**config.mk**
```make
export PLATFORM = sky130hd
export DESIGN_NAME = dual_issue_scoreboard_flat
export DESIGN_NICKNAME = d
export VERILOG_FILES = /design/src/rtl/dual_issue_scoreboard_pkg.sv /design/src/rtl/dual_issue_scoreboard_if.sv /design/src/rtl/dual_issue_scoreboard.sv /design/src/flat_wrapper.sv
export SDC_FILE = /design/constraint.sdc
export NUM_CORES = 1
export LEC_CHECK = 0
export ABC_CLOCK_PERIOD_IN_PS = 15200
export BUFFER_PORTS_ARGS = -buffer_cell sky130_fd_sc_hd__buf_2
export CAP_MARGIN = 20
export CORE_MARGIN = 2
export CORE_UTILIZATION = 55
export DETAILED_ROUTE_END_ITERATION = 6
export GPL_TIMING_DRIVEN = 1
export PLACE_DENSITY = 0.78
export SETUP_SLACK_MARGIN = 0.2
export SYNTH_ARGS = -nofsm -noshare
export SYNTH_HDL_FRONTEND = slang
export SYNTH_SLANG_ARGS = --single-unit
export TNS_END_PERCENT = 1
```
**constraint.sdc**
```tcl
create_clock -name clk -period 15.2 [get_ports clk]
set_input_delay 1.52 -clock clk [delete_from_list [all_inputs] [get_ports clk]]
set_output_delay 1.52 -clock clk [all_outputs]
set_load 0.01 [all_outputs]
```
**src/rtl/dual_issue_scoreboard_pkg.sv**
```systemverilog
// Shared sizing and types for the two-wide register scoreboard.
package dual_issue_scoreboard_pkg;
  localparam int NUM_REGS = 32;
  localparam int ADDR_W   = $clog2(NUM_REGS);
  localparam int CNT_W    = $clog2(NUM_REGS) + 1;
  localparam logic [ADDR_W-1:0] REG_ZERO = '0;

  typedef struct packed {
    logic              valid;
    logic [ADDR_W-1:0] rs1;
    logic [ADDR_W-1:0] rs2;
    logic [ADDR_W-1:0] rd;
  } slot_req_t;

  typedef struct packed {
    logic              en;
    logic [ADDR_W-1:0] rd;
  } wb_req_t;
endpackage

```
**src/rtl/dual_issue_scoreboard_if.sv**
```systemverilog
// Issue/writeback/status bundle between the decoders, writeback ports and scoreboard.
interface dual_issue_scoreboard_if;
  import dual_issue_scoreboard_pkg::*;
  logic                flush;
  logic                s0_valid, s1_valid;
  logic [ADDR_W-1:0]   s0_rs1, s0_rs2, s0_rd;
  logic [ADDR_W-1:0]   s1_rs1, s1_rs2, s1_rd;
  logic                wb0_en, wb1_en;
  logic [ADDR_W-1:0]   wb0_rd, wb1_rd;
  logic                issue0, issue1;
  logic [NUM_REGS-1:0] busy_vec;
  logic [CNT_W-1:0]    busy_cnt;
  logic                wb_err;

  modport master (
    output flush, s0_valid, s0_rs1, s0_rs2, s0_rd, s1_valid, s1_rs1, s1_rs2, s1_rd,
           wb0_en, wb0_rd, wb1_en, wb1_rd,
    input  issue0, issue1, busy_vec, busy_cnt, wb_err
  );
  modport slave (
    input  flush, s0_valid, s0_rs1, s0_rs2, s0_rd, s1_valid, s1_rs1, s1_rs2, s1_rd,
           wb0_en, wb0_rd, wb1_en, wb1_rd,
    output issue0, issue1, busy_vec, busy_cnt, wb_err
  );
endinterface

```
**src/rtl/dual_issue_scoreboard.sv**
```systemverilog
// Busy-bit scoreboard for the in-order two-wide pipe: RAW/WAW issue check against
// registered busy bits plus intra-pair dependence check; set on issue, clear on writeback.
module dual_issue_scoreboard
  import dual_issue_scoreboard_pkg::*;
(
  input logic clk,
  input logic rst_n,
  dual_issue_scoreboard_if.slave sb
);
  logic [NUM_REGS-1:0] busy_vec_q, busy_vec_d, set_vec, clr_vec;
  logic [CNT_W-1:0]    busy_cnt_q, busy_cnt_d;
  logic                wb_err_q, wb_err_d;
  slot_req_t           s0, s1;
  wb_req_t             wb0, wb1;
  logic                issue0, issue1, pair_dep;

  function automatic logic [NUM_REGS-1:0] onehot(input logic [ADDR_W-1:0] a);
    logic [NUM_REGS-1:0] v;
    v    = '0;
    v[a] = 1'b1;
    return v;
  endfunction

  function automatic logic hz(input logic [ADDR_W-1:0] a, input logic [NUM_REGS-1:0] bv);
    return (a != REG_ZERO) && bv[a];
  endfunction

  assign s0  = '{valid: sb.s0_valid, rs1: sb.s0_rs1, rs2: sb.s0_rs2, rd: sb.s0_rd};
  assign s1  = '{valid: sb.s1_valid, rs1: sb.s1_rs1, rs2: sb.s1_rs2, rd: sb.s1_rd};
  assign wb0 = '{en: sb.wb0_en, rd: sb.wb0_rd};
  assign wb1 = '{en: sb.wb1_en, rd: sb.wb1_rd};

  // No writeback bypass: hazards see only the registered busy bits.
  always_comb begin
    pair_dep = (s0.rd != REG_ZERO) &&
               (s1.rs1 == s0.rd || s1.rs2 == s0.rd || s1.rd == s0.rd);
    issue0   = s0.valid && !sb.flush && !hz(s0.rs1, busy_vec_q) &&
               !hz(s0.rs2, busy_vec_q) && !hz(s0.rd, busy_vec_q);
    issue1   = issue0 && s1.valid && !hz(s1.rs1, busy_vec_q) &&
               !hz(s1.rs2, busy_vec_q) && !hz(s1.rd, busy_vec_q) && !pair_dep;
    set_vec  = (issue0 ? onehot(s0.rd) : '0) | (issue1 ? onehot(s1.rd) : '0);
    clr_vec  = (wb0.en ? onehot(wb0.rd) : '0) | (wb1.en ? onehot(wb1.rd) : '0);
  end

  assign busy_vec_d[0] = 1'b0;
  for (genvar i = 1; i < NUM_REGS; i++) begin : g_busy
    // Set wins over a same-cycle clear.
    assign busy_vec_d[i] = !sb.flush && (set_vec[i] || (busy_vec_q[i] && !clr_vec[i]));
  end

  always_comb begin
    busy_cnt_d = '0;
    for (int i = 1; i < NUM_REGS; i++)
      busy_cnt_d = busy_cnt_d + CNT_W'(busy_vec_d[i]);
    wb_err_d = wb_err_q ||
               (!sb.flush && wb0.en && wb0.rd != REG_ZERO && !busy_vec_q[wb0.rd]) ||
               (!sb.flush && wb1.en && wb1.rd != REG_ZERO && !busy_vec_q[wb1.rd]);
  end

  always_ff @(posedge clk or negedge rst_n) begin
    if (!rst_n) begin
      busy_vec_q <= '0;
      busy_cnt_q <= '0;
      wb_err_q   <= 1'b0;
    end else begin
      busy_vec_q <= busy_vec_d;
      busy_cnt_q <= busy_cnt_d;
      wb_err_q   <= wb_err_d;
    end
  end

  assign sb.issue0   = issue0;
  assign sb.issue1   = issue1;
  assign sb.busy_vec = busy_vec_q;
  assign sb.busy_cnt = busy_cnt_q;
  assign sb.wb_err   = wb_err_q;
endmodule

```
**src/flat_wrapper.sv**
```systemverilog
// flat-port wrapper written by rule: the top's interface ports become plain ports
module dual_issue_scoreboard_flat import dual_issue_scoreboard_pkg::*;
  (clk, rst_n, sb_flush, sb_s0_valid, sb_s0_rs1, sb_s0_rs2, sb_s0_rd, sb_s1_valid, sb_s1_rs1, sb_s1_rs2, sb_s1_rd, sb_wb0_en, sb_wb0_rd, sb_wb1_en, sb_wb1_rd, sb_issue0, sb_issue1, sb_busy_vec, sb_busy_cnt, sb_wb_err);
  dual_issue_scoreboard_if sb_i ();
  input logic clk;
  input logic rst_n;
  input wire logic [$bits(sb_i.flush)-1:0] sb_flush;
  input wire logic [$bits(sb_i.s0_valid)-1:0] sb_s0_valid;
  input wire logic [$bits(sb_i.s0_rs1)-1:0] sb_s0_rs1;
  input wire logic [$bits(sb_i.s0_rs2)-1:0] sb_s0_rs2;
  input wire logic [$bits(sb_i.s0_rd)-1:0] sb_s0_rd;
  input wire logic [$bits(sb_i.s1_valid)-1:0] sb_s1_valid;
  input wire logic [$bits(sb_i.s1_rs1)-1:0] sb_s1_rs1;
  input wire logic [$bits(sb_i.s1_rs2)-1:0] sb_s1_rs2;
  input wire logic [$bits(sb_i.s1_rd)-1:0] sb_s1_rd;
  input wire logic [$bits(sb_i.wb0_en)-1:0] sb_wb0_en;
  input wire logic [$bits(sb_i.wb0_rd)-1:0] sb_wb0_rd;
  input wire logic [$bits(sb_i.wb1_en)-1:0] sb_wb1_en;
  input wire logic [$bits(sb_i.wb1_rd)-1:0] sb_wb1_rd;
  output wire logic [$bits(sb_i.issue0)-1:0] sb_issue0;
  output wire logic [$bits(sb_i.issue1)-1:0] sb_issue1;
  output wire logic [$bits(sb_i.busy_vec)-1:0] sb_busy_vec;
  output wire logic [$bits(sb_i.busy_cnt)-1:0] sb_busy_cnt;
  output wire logic [$bits(sb_i.wb_err)-1:0] sb_wb_err;
  assign sb_i.flush = sb_flush;
  assign sb_i.s0_valid = sb_s0_valid;
  assign sb_i.s0_rs1 = sb_s0_rs1;
  assign sb_i.s0_rs2 = sb_s0_rs2;
  assign sb_i.s0_rd = sb_s0_rd;
  assign sb_i.s1_valid = sb_s1_valid;
  assign sb_i.s1_rs1 = sb_s1_rs1;
  assign sb_i.s1_rs2 = sb_s1_rs2;
  assign sb_i.s1_rd = sb_s1_rd;
  assign sb_i.wb0_en = sb_wb0_en;
  assign sb_i.wb0_rd = sb_wb0_rd;
  assign sb_i.wb1_en = sb_wb1_en;
  assign sb_i.wb1_rd = sb_wb1_rd;
  assign sb_issue0 = sb_i.issue0;
  assign sb_issue1 = sb_i.issue1;
  assign sb_busy_vec = sb_i.busy_vec;
  assign sb_busy_cnt = sb_i.busy_cnt;
  assign sb_wb_err = sb_i.wb_err;
  dual_issue_scoreboard u_core (.clk(clk), .rst_n(rst_n), .sb(sb_i));
endmodule
```
==> impl_metrics.tcl <==
set metrics [dict create \
    status "completed" \
    netlist_area_sq_um 5770 \
    wl_per_cell_um 25.4 \
    min_path_type "reg -> reg" \
    comb_power_share_pct 30.0 \
    synth_area_per_cell_sq_um 9.31 \
    ys_ff_latch 38 \
    worstPathMaxFanout 32 \
    cts-hold-fix-buffers 0 \
    drt_iter0_markers 763 \
    regArea_sq_um 951 \
    synth_top_cell_by_area "mux4_2" \
    diodes 0 \
    postSynthCellCount 620 \
    initial_core_util_pct 56.2 \
    maxCapViolCount 0 \
    antenna_found_initial 0 \
    grt_max_degree 42 \
    io_buffers 86 \
    areaGrowthSynthToFinish_pct 7.24 \
    relSlewSlack_pct 38.7 \
    vdd_drop_max_uv 68.4 \
    worstSetupEndpointType "flip-flop" \
    dieArea_sq_um 11300 \
    nNetsFinal 734 \
    internal_power_mw 0.166 \
    overflow 0 \
    synthFlopType "dfrtp_1" \
    whs_ns 0.508 \
    synth_edf_count 0 \
    setup-tns-final_ns 0 \
    dp_hpwl_mm 14.1 \
    period_minus_slack_ns 8.90 \
    arrival_ns 9.08 \
    yosys-top-cells-count "inv_1 (49), mux4_2 (43), dfrtp_1 (38), clkbuf_1 (35)" \
    gp_congestion 0.963 \
    drv_slew 0 \
    clockPowerShare_pct 28.2 \
    io_pins 88 \
    via_per_inst 7.26 \
    synthTopCellsByArea "mux4_2 (17%), dfrtp_1 (16%), fa_1 (8.0%)" \
    power_density_nw_per_um2 40.7 \
    finClkSkew_ns 0.00242 \
    clock.fmax_mhz 112 \
    tightest_slew_ns 0.920 \
    grt_usage_pct 36.2 \
    cts_root_buf "clkbuf_8" \
    synth.top_cell.area_share_pct 16.8 \
    cts_tree "done" \
    clock_latency_ns 0.29 \
    die_width_um 106 \
    synth-seq-area-share_pct 16.5 \
    ctsResizeCount 0 \
    swShare_pct 33.9 \
    p_switching_mw 0.0855 \
    required_ns 15.38 \
    setup_viol 0 \
    core_sq_um 10300 \
    clk_pin_slew_worst_paths_ns 0.07 \
    antenna_left 0 \
    num_rows 37 \
    finalHoldViolations 0 \
    rsz0062_at_grt "false" \
    htree_levels 2 \
    fillCellCount 908 \
    drc 0 \
    drive_above_1_share_pct 24.8 \
    synth_cell_types 70 \
    start_kind "input pin" \
    grt_pass1_wl_mm 31.2 \
    synth_fp_nets 699 \
    grt_pass1_vias 5572 \
    leakage_nw 2.55 \
    power_frac_seq_pct 41.8 \
    yosys_warnings 0 \
    vias 5748 \
    fin_crit_sh_pct 58.5 \
    total_power_mw 0.252 \
    synth.most_common_cell "inv_1" \
    totalWireLength_mm 20.2 \
    drt_pass1_iterations 5 \
    multiInputGateArea_sq_um 4360 \
    async_flop_share_pct 100 \
    crit_type "in -> reg" \
    die_h_um 106 \
    numCtsBuffers 5 \
    cts.sinks 38 \
    clockBufferDepth 2 \
    post_cts_buffers 0 \
]
==> state kept, by name, indices dropped and copies added (netlist names) <==
name,flops
u_core.sb.busy_cnt,6
u_core.sb.busy_vec,31
u_core.sb.wb_err,1
==> logic make-up after synthesis <==
| group | count (synthesis) | synth area share (%) |
|---|---|---|
| adders and majority gates | 32 | 9.93 |
| xor gates and xnor gates | 18 | 2.73 |
| DFF | 38 | 16.5 |
| AOI/OAI and AO/OA | 168 | 20.8 |
| other | 1 | 0.0650 |
| and+or+nand+nor | 175 | 18.5 |
| buffers and inverters | 107 | 7.93 |
| muxes | 81 | 23.6 |
==> path summary, 6_finish.rpt <==
| kind | from | end | slack [ns] | cells past startpoint |
|---|---|---|---|---|
| setup / recovery | sb_s0_rd[0] | u_core.sb.busy_cnt[5] | 6.30 | 24 |
| hold / removal | u_core.sb.wb_err | u_core.sb.wb_err | 0.51 | 1 |
| setup reg to reg | u_core.sb.busy_vec[30] | u_core.sb.busy_cnt[5] | 7.47 | 23 |
| hold reg to reg | u_core.sb.wb_err | u_core.sb.wb_err | 0.51 | 1 |
| max in group asynchronous | rst_n | u_core.sb.busy_vec[15] | 13.34 | 1 |
| min in group asynchronous | rst_n | u_core.sb.busy_cnt[5] | 1.33 | 1 |
==> worst max-delay path: stages <==
cell	delay [ns]
buf_2	0.54
mux4_2	0.58
and4_4	0.20
a41o_1	0.24
a2111oi_4	0.37
and3_1	0.84
a41oi_1	0.26
o21ai_1	0.18
ha_1	0.27
inv_1	0.07
fa_1	0.43
fa_1	0.40
inv_1	0.08
fa_1	0.44
fa_1	0.52
fa_1	0.54
inv_1	0.05
fa_1	0.58
inv_1	0.06
ha_1	0.28
a21o_1	0.17
a21oi_1	0.20
nor2b_1	0.07
o21a_1	0.17
==> power groups by stage <==
stage	registers (mW)	clock network, mW	logic [mW]
after global placement	0.107	0	0.0723
after floorplan	0.106	0	0.0545
after global routing	0.105	0.0766	0.0826
final	0.105	0.0711	0.0755
after detailed placement	0.107	0	0.0739
after CTS	0.105	0.0720	0.0742
==> placed cells by master (no fill, tap or decap), types with 9 or more instances in the layout <==
cell | Yosys | final
a21oi_1 | 16 | 16
a41oi_1 | 26 | 26
buf_2 | 9 | 86
dfrtp_1 | 38 | 38
fa_1 | 23 | 23
ha_1 | 9 | 9
inv_1 | 49 | 49
mux2_2 | 11 | 11
mux2i_1 | 27 | 27
mux4_2 | 43 | 43
nand2_1 | 20 | 20
nand3_1 | 14 | 14
nand3b_1 | 11 | 11
nor2_1 | 27 | 27
nor2b_1 | 21 | 21
nor3b_1 | 28 | 28
o21a_1 | 19 | 19
o21ai_0 | 15 | 15
o21ai_1 | 22 | 22
o22ai_1 | 28 | 28
xnor2_1 | 10 | 10
==> area by class of cell <==
class / count / area share (%)
clock buffer: 7 / 1.39
timing repair buffer: 86 / 6.95
sequential: 38 / 15.4
multi-input combinational: 475 / 70.5
inverter: 49 / 2.97
tap: 136 / 2.75
clock inverter: 1 / 0.0808
==> metal layers <==
| metal | vias to the layer above | track usage (%) | part of all wire (%) |
|---|---|---|---|
| li1 | 2452 | - | - |
| met2 | 414 | 52.6 | 43 |
| met4 | 0 | 16.8 | 5.5 |
| met3 | 100 | 9.26 | 13 |
| met1 | 2782 | 50.7 | 38 |
| met5 | - | 0 | 0 |
==> metrics by stage <==
| stage | util (%) | cell area (sq um) | instances | setup slack (ns) |
|---|---|---|---|---|
| after detailed placement | 59.3 | 6100 | 784 | 6.09 |
| after global placement | 59.3 | 6100 | 784 | 6.19 |
| after global routing | 60.2 | 6190 | 792 | 5.95 |
| final | 60.2 | 6190 | 792 | 6.30 |
| after floorplan | - | 5770 | 620 | 6.92 |
| after CTS | 60.2 | 6190 | 792 | 6.40 |
No activity file was read; power rests on OpenSTA's default activity.
